`src/rtl/lsu_mem_ctrl.sv`:
```
// lsu_mem_ctrl: LSU data-memory controller driving a variable-latency req/ack bus
module lsu_mem_ctrl #(
  parameter int TIMEOUT = 16
) (
  input  logic        clk,
  input  logic        rst,
  input  logic        ld_en,
  input  logic [31:0] rd_addr,
  input  logic        wr_en,
  input  logic [31:0] wr_addr,
  input  logic [31:0] wr_data,
  input  logic [1:0]  size,
  output logic        mem_req,
  output logic        mem_we,
  output logic [31:0] mem_addr,
  output logic [3:0]  mem_be,
  output logic [31:0] mem_wdata,
  input  logic        mem_ack,
  input  logic [31:0] mem_rdata,
  output logic [31:0] ld_data,
  output logic        stall,
  output logic        err
);
  typedef enum logic [1:0] {IDLE, BUSY, DONE} state_t;
  state_t      state;
  logic [1:0]  off;
  logic [7:0]  cnt;
  logic        op, mis, ok;
  logic [31:0] a, wd;
  logic [3:0]  be;
  // decode the incoming op; a store wins when both enables are high
  always_comb begin
    op  = ld_en | wr_en;
    a   = wr_en ? wr_addr : rd_addr;
    mis = (size == 2'b11) || (size == 2'b01 && a[0]) || (size == 2'b10 && a[1:0] != 2'b00);
    ok  = op && !mis;
    be  = size == 2'b00 ? 4'b0001 << a[1:0] : size == 2'b01 ? 4'b0011 << a[1:0] : 4'b1111;
    wd  = size == 2'b00 ? {4{wr_data[7:0]}} : size == 2'b01 ? {2{wr_data[15:0]}} : wr_data;
  end
  assign stall = state == BUSY || (state == IDLE && ok);
  // request sequencing, timeout abort and load-data capture
  always_ff @(posedge clk) begin
    if (rst) begin
      state     <= IDLE;
      mem_req   <= 1'b0;
      mem_we    <= 1'b0;
      mem_addr  <= '0;
      mem_be    <= '0;
      mem_wdata <= '0;
      ld_data   <= '0;
      err       <= 1'b0;
      off       <= '0;
      cnt       <= '0;
    end else begin
      err <= 1'b0;
      case (state)
        IDLE: if (op) begin
          err <= mis || (ld_en && wr_en);
          if (!mis) begin
            state     <= BUSY;
            mem_req   <= 1'b1;
            mem_we    <= wr_en;
            mem_addr  <= {a[31:2], 2'b00};
            mem_be    <= be;
            mem_wdata <= wd;
            off       <= a[1:0];
            cnt       <= '0;
          end
        end
        BUSY: if (mem_ack) begin
          mem_req <= 1'b0;
          state   <= DONE;
          if (!mem_we) ld_data <= mem_rdata >> {off, 3'b000};
        end else if (cnt == 8'(TIMEOUT - 1)) begin
          mem_req <= 1'b0;
          err     <= 1'b1;
          state   <= DONE;
          if (!mem_we) ld_data <= '0;
        end else begin
          cnt <= cnt + 8'd1;
        end
        DONE: state <= IDLE;
        default: state <= IDLE;
      endcase
    end
  end
endmodule
```
`config.mk`:
```
export PLATFORM = sky130hd
export DESIGN_NAME = lsu_mem_ctrl
export DESIGN_NICKNAME = d
export VERILOG_FILES = /design/src/rtl/lsu_mem_ctrl.sv
export SDC_FILE = /design/constraint.sdc
export NUM_CORES = 1
export LEC_CHECK = 0
export CORE_UTILIZATION = 43
export DETAILED_ROUTE_END_ITERATION = 7
export GPL_TIMING_DRIVEN = 0
export PLACE_DENSITY = 0.81
export SLEW_MARGIN = 20
export SYNTH_ARGS = -nofsm -noshare
export SYNTH_HDL_FRONTEND = slang
export SYNTH_SLANG_ARGS = --single-unit
```
`constraint.sdc`:
```
create_clock -name clk -period 3.41 [get_ports clk]
set_clock_uncertainty 0.2 [all_clocks]
set_input_delay 0.682 -clock clk [delete_from_list [all_inputs] [get_ports clk]]
set_output_delay 0.682 -clock clk [all_outputs]
set_load 0.02 [all_outputs]
```
# Yosys cells after proc, flatten, opt, wreduce, memory -nomap -nowiden
# Index checks and enable logic that the tools add are counted.
# totals
register_bits	113
elab_cells	76
output_inout_bits	104
inputBits	135
# classes
addsub	1
bitwise	2
eq_ne	12
muxes	28
shifts	3
n_reduce_logical	20
# ops
op	count
32-bit 2-to-1 mux	7
8-bit 2-to-1 mux	4
32-bit by 5-bit >> shifter with 32-bit output	1
8-bit case mux with 2 select lines	1
2-bit != test (second input constant)	6
8-bit by 1-bit adder with 8-bit output (second input constant)	1
8-bit by 4-bit == test with 1-bit output (second input constant)	1
2-bit 2-to-1 mux	4
4-bit 2-to-1 mux	2
4-bit AND reduction	2
1-bit 2-to-1 mux	7
3-bit AND reduction	2
2-bit nonzero test	3
1-bit logical AND	5
5-bit AND reduction	1
2-bit by 1-bit == test with 1-bit output (second input constant)	2
2-bit == test (second input constant)	2
2-bit logical NOT	2
1-bit logical OR	4
1-bit case mux with 2 select lines	2
2-bit case mux with 2 select lines	1
1-bit by 2-bit left shift with 4-bit output (first input constant)	1
2-bit by 2-bit left shift with 4-bit output (first input constant)	1
3-bit by 2-bit != test with 1-bit output (second input constant)	1
other kinds (3)	3

# Depth between registers and ports, before layout
# Gate-level depths: netlist of run 1.
# logic_depth
word_depth	8
ltp_mapped	8
ltp_nobuf	7

# Worst setup path after synthesis of run 1
# Ideal clock, no wire load.
# synth_timing
path_kind	input-to-output
from	input wr_en
to	output stall
arrival_time_ps	2309
setup_slack_ps	219
path_buffers	2
cell_stages	8
t_required_ps	2528
path_cell_list	buf_2 > mux2i_1 > ha_1 > nor2b_1 > a211oi_4 > buf_2 > nand2_1 > nand2_1
# synth_via
elab_chain_len	8
elab_cells_between_ends	11
classes_between	1 x mux; 1 x bitwise; 9 x reduce/logical
# synth_lines
item	line	source
start: declaration	9	input logic wr_en,
32-bit 2-to-1 mux	34	a = wr_en ? wr_addr : rd_addr;
2-bit nonzero test / 1-bit logical AND (equally long branches)	35	mis = (size == 2'b11) || (size == 2'b01 && a[0]) || (size == 2'b10 && a[1:0] != 2'b00);
1-bit logical AND / 1-bit logical OR (equally long branches)	35	
1-bit logical OR	35	
1-bit logical NOT	-	
1-bit logical AND (*)	36	ok = op && !mis;
1-bit logical AND (*)	40	assign stall = state == BUSY || (state == IDLE && ok);
1-bit logical OR (*)	40	
end: declaration	21	output logic stall,
# Mark *: on every way between the ends. The rest lies on a longest branch, timed or not.

# Worst setup path after layout of run 1
# layout_timing
from	input rd_addr[0]
to	output stall
# layout_via
elab_chain_len	8
elab_cells_between_ends	10
classes_between	1 x mux; 9 x reduce/logical
# layout_lines
item	line	source
start: declaration	8	input logic [31:0] rd_addr,
32-bit 2-to-1 mux (*)	34	
net a[0]	29	logic [31:0] a, wd;
2-bit nonzero test / 1-bit logical AND (equally long branches)	35	
1-bit logical AND / 1-bit logical OR (equally long branches)	35	
1-bit logical OR (*)	35	
1-bit logical NOT (*)	-	
1-bit logical AND (*)	36	
1-bit logical AND (*)	40	
1-bit logical OR (*)	40	
# The timed path passes the listed nets; every way through them passes the cells marked *.

==> results of run 1 <==
==> stage by stage <==
step                util [%]  cell area, um2
CTS                     69.4            8830
global route            69.4            8830
global placement        64.5            8200
detailed placement      64.5            8200
floorplan                  -            5650
finish                  69.4            8830
==> where the power goes <==
part           switching (mW)  internal [mW]  total (mW)
clock                   0.617           1.12        1.74
combinational           0.544          0.483        1.03
sequential             0.0553           1.41        1.47
==> cell usage after synthesis (2+ instances only) <==
library cell,n,share of area (%)
nor3_1,3,0.27
nand2b_1,2,0.22
mux4_2,8,3.2
a211oi_1,44,5.8
o21ai_1,3,0.27
inv_1,3,0.20
nand4_1,16,1.8
nor4_1,2,0.22
nor2b_1,4,0.44
a211o_1,2,0.31
and3_1,3,0.33
a311oi_1,12,1.9
o21a_1,3,0.40
nor2_1,4,0.27
nand2_1,55,3.7
mux2_2,8,1.6
ha_1,5,1.1
o2bb2ai_1,8,1.2
dfxtp_1,113,40
nand3_1,20,1.8
o31ai_1,16,2.1
buf_4,3,0.40
buf_1,5,0.33
buf_2,15,1.3
and2_1,3,0.33
clkbuf_1,45,3.0
mux2i_1,72,13
o21ai_0,35,3.1
a21oi_1,94,8.3
==> how the worst min path moves through the flow <==
stage	from	to	slack (ns)
floorplan	cnt[0]	cnt[0]	0.26
global placement	ld_data[18]	ld_data[18]	0.25
detailed placement	ld_data[18]	ld_data[18]	0.25
CTS	ld_data[18]	ld_data[18]	0.26
global route	ld_data[31]	ld_data[31]	0.28
finish	ld_data[18]	ld_data[18]	0.26
==> critical path: stages <==
cell	delay (ns)
clkdlybuf4s50_1	0.44
mux2i_4	0.26
buf_4	0.17
inv_2	0.06
a211oi_4	0.29
buf_6	0.17
nand2_1	0.08
nand2_1	0.09
buf_2	0.17
==> cell families (layout without fill, tap and decap cells) <==
logic type / after synthesis / after routing / share of synthesized area (%)
simple gates: 119 / 119 / 10.5
flops: 113 / 113 / 40.0
compound gates: 224 / 224 / 24.8
other cells: 1 / 2 / 0.0664
buf+inv: 74 / 342 / 5.58
fa+ha+maj: 5 / 5 / 1.11
mux: 89 / 89 / 17.9
==> layer usage <==
layer / part of all wire [%] / track usage, % / wire [um] / vias up
met4: 2.4 / 14.1 / 480 / 0
li1: - / - / - / 2855
met3: 8.0 / 7.58 / 1600 / 44
met1: 39 / 34.4 / 7740 / 2885
met2: 51 / 51.4 / 10200 / 294
met5: 0 / 0 / 0 / -
==> repair_timing <==
| action | in CTS | in global routing |
|---|---|---|
| setup endpoints to repair | 1 | 1 |
| setup buffers | 3 | 0 |
| pin swaps | 1 | 1 |
| resized for setup | 10 | 2 |
==> sequential cells by signal (all words and copies together), names as in the netlist <==
name,cells
state,2
mem_wdata,32
cnt,8
mem_addr,30
err,1
mem_req,1
mem_we,1
off,2
mem_be,4
ld_data,32
==> cell type report <==
cell class / instances / area share, %
tap: 172 / 2.44
multi-input combinational: 439 / 35.1
buffer: 69 / 3.44
timing repair buffer: 236 / 26.6
clock buffer: 21 / 5.33
sequential: 113 / 25.6
inverter: 5 / 0.212
clock inverter: 11 / 1.26
==> results.toml, run 1 <==
[die]
die_h_um = 117
initial_utilization_pct = 44.4
core_mm2 = 0.0127
num_rows = 41
fp.dieW_um = 117
dieArea_mm2 = 0.0136
io_pins = 239

[place]
placed_cells = 1031
io_buffers = 233
pre_cts_ws_ns = -0.964
gp_congestion = 0.871
dp_hpwl_um = 15200

[clock_network]
htree_levels = 4
cts.path.max_buffers = 2
hold_buffers = 0
clock_latency_ns = 0.41
cts-root-buf = "clkbuf_16"
clkTransAtPathRegs_ns = 0.05
cts_buffers = 17
cts_sinks = 113
cts_tree = "done"

[timing]
finalSetupViolations = 0
slew_violations = 0
tightest_slew_ns = 0.823
fin_crit_sh_pct = 96.8
hold_viol = 0
setup_tns_ns = 0
rsz0062_at_grt = "no"
relSlewSlack_pct = 45.1
max_freq_mhz = 303
period_minus_slack_ns = 3.30
layout_setup_ws_ns = 0.108
whs_ns = 0.260

[logic_synthesis]
ys_warn_count = 0
synth_ff_type = "dfxtp_1"
ys_ff_latch = 113
synthArstFlopShare_pct = 0
synth_area_mm2 = 0.00565
avgSynthCellArea_um2 = 9.04
yosysUniqueCellTypes = 48
synthCells = 625
synth_edf_count = 0
ys_seq_area_share_pct = 40.0

[job]
maxCapViolations = 0

[global_routing]
grt_antenna_before_repair = 0
gr-usage-all-layers_pct = 29.7
grt-ovfl-total = 0
grt_max_degree = 17
grt_pass1_wl_um = 30700
grt_pass1_vias = 6192

[detailed_routing]
vias = 6078
via_per_inst = 5.70
drtIter0Drc = 537
drt.antenna.violating_nets = 0
drt-total-wl_um = 20100
drt-pass1-iter-count = 5
drc = 0
wl_per_cell_um = 18.8

[pwr]
max-vdd-ir-drop_uv = 388
leakagePower_nw = 3.15
powerDensity_mw_per_mm2 = 480
finalPower_mw = 4.24

[setup_path]
worstSetupStartpointType = "primary input"
path_max_fanout = 10
path_class = "in2out"
cp.required_ns = 2.53
r2r_start = "cnt[0]"
crit_arrival_ns = 2.42
rrSetupSlack_ns = 0.99
cp-end-kind = "primary output"
reg2regPathDepth = 7
crit_end = "stall"
rr_endpoint = "ld_data[25]"
crit_start = "rd_addr[0]"

[final_layout]
areaGrowthSynthToFinish_pct = 56.3
final_nets = 1021
multi_input_area_mm2 = 0.00310
layout_common_cells = "clkdlybuf4s50_1 (231), dfxtp_1 (113), a21oi_1 (94), mux2i_1 (71), nand2_1 (55)"
layout-drive-gt1-share_pct = 9.17
stdcell_count = 1066
seqCellArea_mm2 = 0.00226
n_fill_cell = 1036
antenna-diode-count = 0
final_common_cell = "clkdlybuf4s50_1"

[hold_path]
hp-class = "reg2reg"
holdPathStages = 2

[status]
status = "complete, no violations"
(Power assumes the default switching activity.)
==> run 2: changes to the inputs <==
--- a/config.mk
+++ b/config.mk
@@ -5,8 +5,10 @@
 export SDC_FILE = /design/constraint.sdc
 export NUM_CORES = 1
 export LEC_CHECK = 0
+export CORE_ASPECT_RATIO = 0.8
 export CORE_UTILIZATION = 43
 export DETAILED_ROUTE_END_ITERATION = 7
+export GPL_ROUTABILITY_DRIVEN = 0
 export GPL_TIMING_DRIVEN = 0
 export PLACE_DENSITY = 0.81
 export SLEW_MARGIN = 20
==> run 2 against run 1 <==
Die area is essentially flat; combinational power is essentially flat; setup slack lost 0.0033 ns; sequential power is essentially flat; clock power grew 8%; critical path depth is the same; worst hold slack lost 0.0036 ns; global-route usage grew 0.68 points; first-iteration DRC count grew 14%; sequential share of layout area shrank 0.13 points.
==> results.toml, run 2 (same netlist as run 1, synthesis figures left out) <==
[status]
status = "complete, no violations"

[pwr]
max-vdd-ir-drop_uv = 413
switchingPower_mw = 1.23
leakagePower_nw = 3.16
pwr-share-clk_pct = 42.8
swShare_pct = 28.1
pwr-share-seq_pct = 33.5
pwr-share-comb_pct = 23.7
intPower_mw = 3.15
powerDensity_mw_per_mm2 = 493

[final_layout]
layout-drive-gt1-share_pct = 9.16
areaGrowthSynthToFinish_pct = 57.1
final_common_cell = "clkdlybuf4s50_1"
stdcell_count = 1070
final_core_util_pct = 69.2
antenna-diode-count = 0
layout_common_cells = "clkdlybuf4s50_1 (232), dfxtp_1 (113), a21oi_1 (94), mux2i_1 (71), nand2_1 (55)"
final_nets = 1022
reg_top3 = "ld_data (32), mem_wdata (32), mem_addr (30)"

[timing]
period_minus_slack_ns = 3.31
slew_violations = 0
hold_viol = 0
finalSetupViolations = 0
rsz0062_at_grt = "no"
max_freq_mhz = 303
whs_ns = 0.257
relSlewSlack_pct = 44.4
fin_crit_sh_pct = 96.9
tightest_slew_ns = 0.834

[detailed_routing]
drc = 0
drt-total-wl_um = 20400
vias = 6061
via_per_inst = 5.66
drtIter0Drc = 614
drt-pass1-iter-count = 5
drt.antenna.violating_nets = 0
wl_per_cell_um = 19.1

[setup_path]
worstSetupStartpointType = "primary input"
cp-end-kind = "primary output"
cp.required_ns = 2.53
path_class = "in2out"
crit_arrival_ns = 2.42
path_max_fanout = 10

[clock_network]
cts_sinks = 113
clock_latency_ns = 0.42
cts_tree = "done"
cts-root-buf = "clkbuf_16"
clkTransAtPathRegs_ns = 0.06
cts.path.max_buffers = 2
htree_levels = 4
hold_buffers = 0
cts_buffers = 17

[job]
maxCapViolations = 0

[place]
placed_cells = 1034
dp_hpwl_um = 15200
io_buffers = 233

[die]
die_h_um = 105
dieArea_mm2 = 0.0136
initial_utilization_pct = 44.1
fp.dieW_um = 130
core_mm2 = 0.0128
num_rows = 37
io_pins = 239

[global_routing]
grt_max_degree = 17
grt_pass1_wl_um = 31300
grt_antenna_before_repair = 0
grt_pass1_vias = 5675
grt-ovfl-total = 0
gr-usage-all-layers_pct = 30.4

[hold_path]
hp-class = "reg2reg"
==> run 2: cell type report <==
cell class                      instances  area, um2
Clock buffer                           21        460
Tap cell                              175        219
Buffer                                 69        307
Sequential cell                       113       2260
Timing Repair Buffer                  237       2360
Multi-Input combinational cell        439       3090
Clock inverter                         11        160
Fill cell                            1035       3950
Inverter                                5       18.8
==> run 2: worst paths after layout <==
| check | start | to | slack (ns) | depth (start not counted) |
|---|---|---|---|---|
| setup reg to reg | cnt[0] | ld_data[30] | 0.94 | 7 |
| setup / recovery | rd_addr[0] | stall | 0.10 | 9 |
| hold / removal | ld_data[27] | ld_data[27] | 0.26 | 2 |
| hold reg to reg | ld_data[27] | ld_data[27] | 0.26 | 2 |
==> run 2: critical path, stage by stage <==
cell and delay (ns):
clkdlybuf4s50_1 0.44, mux2i_4 0.23, ha_2 0.24, nor2b_1 0.08
a211oi_4 0.22, buf_6 0.18, nand2_1 0.09, nand2_1 0.08
buf_2 0.18
==> run 2: what timing repair did <==
item	CTS	global route
buffers inserted	4	0
pin swaps	1	0
endpoints found under the setup margin	1	1
resized for setup	9	3
==> run 2: stage by stage <==
step / setup WS (ns) / total power, mW / area, um2 / TNS [ns]
4_1_cts: 0.00571 / 4.38 / 8880 / 0
6_report: 0.105 / 4.38 / 8880 / 0
5_1_grt: 0.0184 / 4.53 / 8880 / 0
3_5_place_dp: -0.929 / 2.50 / 8210 / -0.929
2_1_floorplan: 0.219 / 2.01 / 5650 / 0
3_3_place_gp: -0.893 / 2.49 / 8210 / -0.893
==> run 2: power groups by stage <==
stage | sequential [mW] | combinational, mW | clock, mW
3_5_place_dp | 1.49 | 1.01 | 0
6_report | 1.47 | 1.04 | 1.88
5_1_grt | 1.47 | 1.10 | 1.96
3_3_place_gp | 1.49 | 0.997 | 0
4_1_cts | 1.47 | 1.03 | 1.89
2_1_floorplan | 1.59 | 0.424 | 0
==> run 2: routing by layer <==
metal  up-vias  routed length [um]  GRT usage (%)
li1       2870                   -              -
met1      2893                9000           41.8
met2       266                9560           46.2
met3        32                1430           6.81
met4         0                 403           11.4
met5         -                   0              0
==> run 3: changes to the inputs <==
--- a/config.mk
+++ b/config.mk
@@ -9,7 +9,6 @@
 export CORE_UTILIZATION = 43
 export DETAILED_ROUTE_END_ITERATION = 7
 export GPL_ROUTABILITY_DRIVEN = 0
-export GPL_TIMING_DRIVEN = 0
 export PLACE_DENSITY = 0.81
 export SLEW_MARGIN = 20
 export SYNTH_ARGS = -nofsm -noshare
==> run 3 against run 2 <==
Via count decreased by 4.1%; clock power up 7%; worst hold slack improved by 0.0027 ns; sequential share of layout area is 0.21 points higher; critical path type unchanged.
==> results.toml, run 3 (same netlist as run 1, synthesis figures left out) <==
[clock_network]
cts-root-buf = "clkbuf_16"
cts.path.max_buffers = 2
cts_sinks = 113
clkTransAtPathRegs_ns = 0.05
cts_tree = "done"
clock_latency_ns = 0.40
htree_levels = 4
cts_buffers = 17
post-cts-setup-buffers = 0

[final_layout]
layout-drive-gt1-share_pct = 9.91
final_common_cell = "clkdlybuf4s50_1"
layout_common_cells = "clkdlybuf4s50_1 (233), dfxtp_1 (112), a21oi_1 (94), mux2i_1 (72), nand2_1 (55)"
n_fill_cell = 997
stdcell_count = 1023
final_core_util_pct = 68.7
areaGrowthSynthToFinish_pct = 55.9
reg_top3 = "ld_data (32), mem_wdata (32), mem_addr (30)"
antenna-diode-count = 0
final_nets = 975

[detailed_routing]
drt-total-wl_um = 18500
vias = 5812
drt.antenna.violating_nets = 0
wl_per_cell_um = 18.0
via_per_inst = 5.68
drtIter0Drc = 532
drc = 0
drt-pass1-iter-count = 5

[pwr]
max-vdd-ir-drop_uv = 440
powerDensity_mw_per_mm2 = 509
pwr-share-clk_pct = 45.0
intPower_mw = 3.30
leakagePower_nw = 3.15
swShare_pct = 26.3
pwr-share-comb_pct = 21.9
pwr-share-seq_pct = 33.1
switchingPower_mw = 1.18
finalPower_mw = 4.48

[place]
dp_hpwl_um = 13300
placed_cells = 991
io_buffers = 236

[timing]
fin_crit_sh_pct = 97.0
slew_violations = 0
relSlewSlack_pct = 37.5
setup_tns_ns = 0
hold_viol = 0
period_minus_slack_ns = 3.31
rsz0062_at_grt = "no"
max_freq_mhz = 302
tightest_slew_ns = 0.937
finalSetupViolations = 0

[die]
dieArea_mm2 = 0.0136
core_mm2 = 0.0128
num_rows = 37
fp.dieW_um = 130
initial_utilization_pct = 44.1
die_h_um = 105
io_pins = 239

[global_routing]
gr-usage-all-layers_pct = 27.3
grt_pass1_wl_um = 28900
grt_antenna_before_repair = 1
grt_max_degree = 89
grt-ovfl-total = 0
grt_pass1_vias = 5600

[setup_path]
path_class = "in2out"
rrSetupSlack_ns = 1.17
worstSetupStartpointType = "primary input"
path_max_fanout = 2
crit_arrival_ns = 2.42
cp-end-kind = "primary output"
cp.required_ns = 2.53

[hold_path]
hp-class = "reg2reg"

[job]
maxCapViolations = 0

[status]
status = "complete, no violations"
[run 3: changes by cell type in the layout (fill, tap and decap cells not counted), moves of 2 or more]
| cell | before | now |
|---|---|---|
| clkinv_2 | 5 | 1 |
| buf_4 | 8 | 23 |
| buf_6 | 2 | 0 |
| buf_1 | 5 | 0 |
| clkbuf_8 | 2 | 6 |
| clkbuf_1 | 46 | 1 |
| buf_2 | 14 | 1 |
[run 3: path summary, 6_finish.rpt]
kind | startpoint | to | cells after the start
worst max-delay path | wr_addr[1] | stall | 8
worst max register to register | off[1] | ld_data[11] | 4
worst min-delay path | ld_data[28] | ld_data[28] | 2
worst min register to register | ld_data[28] | ld_data[28] | 2
[run 3: metal layers]
metal | vias to the layer above | wire [um] | global-route usage [%]
li1 | 2757 | - | -
met1 | 2827 | 7680 | 34.1
met2 | 196 | 9080 | 44.2
met3 | 30 | 1310 | 8.24
met4 | 2 | 379 | 9.72
met5 | - | 4 | 0
[run 3: power groups by stage]
stage	Combinational [mW]	Clock (mW)	Sequential, mW
3_5_place_dp	0.974	0	1.51
3_3_place_gp	0.957	0	1.50
5_1_grt	1.04	2.12	1.50
2_1_floorplan	0.424	0	1.59
6_report	0.980	2.02	1.48
4_1_cts	0.977	2.05	1.48
[run 3: stage by stage]
| stage | instance area (um2) | setup slack, ns | hold slack [ns] |
|---|---|---|---|
| finish | 8810 | 0.103 | 0.259 |
| detailed placement | 8120 | -0.182 | 0.255 |
| CTS | 8800 | 0.0753 | 0.265 |
| global placement | 8120 | -0.156 | 0.244 |
| global route | 8810 | 0.00840 | 0.278 |
| floorplan | 5650 | 0.219 | 0.258 |
[run 3: layout make-up]
class / count / area, um2 / share of cell area, %
Clock buffer: 24 / 512 / 5.81
Clock inverter: 8 / 171 / 1.95
Sequential cell: 113 / 2260 / 25.7
Tap cell: 175 / 219 / 2.49
Multi-Input combinational cell: 439 / 3090 / 35.0
Inverter: 5 / 18.8 / 0.213
Timing Repair Buffer: 259 / 2540 / 28.8
[run 3: worst max-delay path, cell delays in order]
cell and delay (ns):
clkdlybuf4s50_1 0.40, mux2i_1 0.27, ha_1 0.23, nor2b_1 0.09, a211oi_4 0.23, nand2_1 0.10, nand2_1 0.08, clkdlybuf4s15_1 0.34
[run 3: timing repair]
item                                    CTS  global route
endpoints found under the setup margin    1             1
hold endpoints to repair                  0             0
resized for setup                         1             1
hold buffers                              0             0
cloned                                    0             0
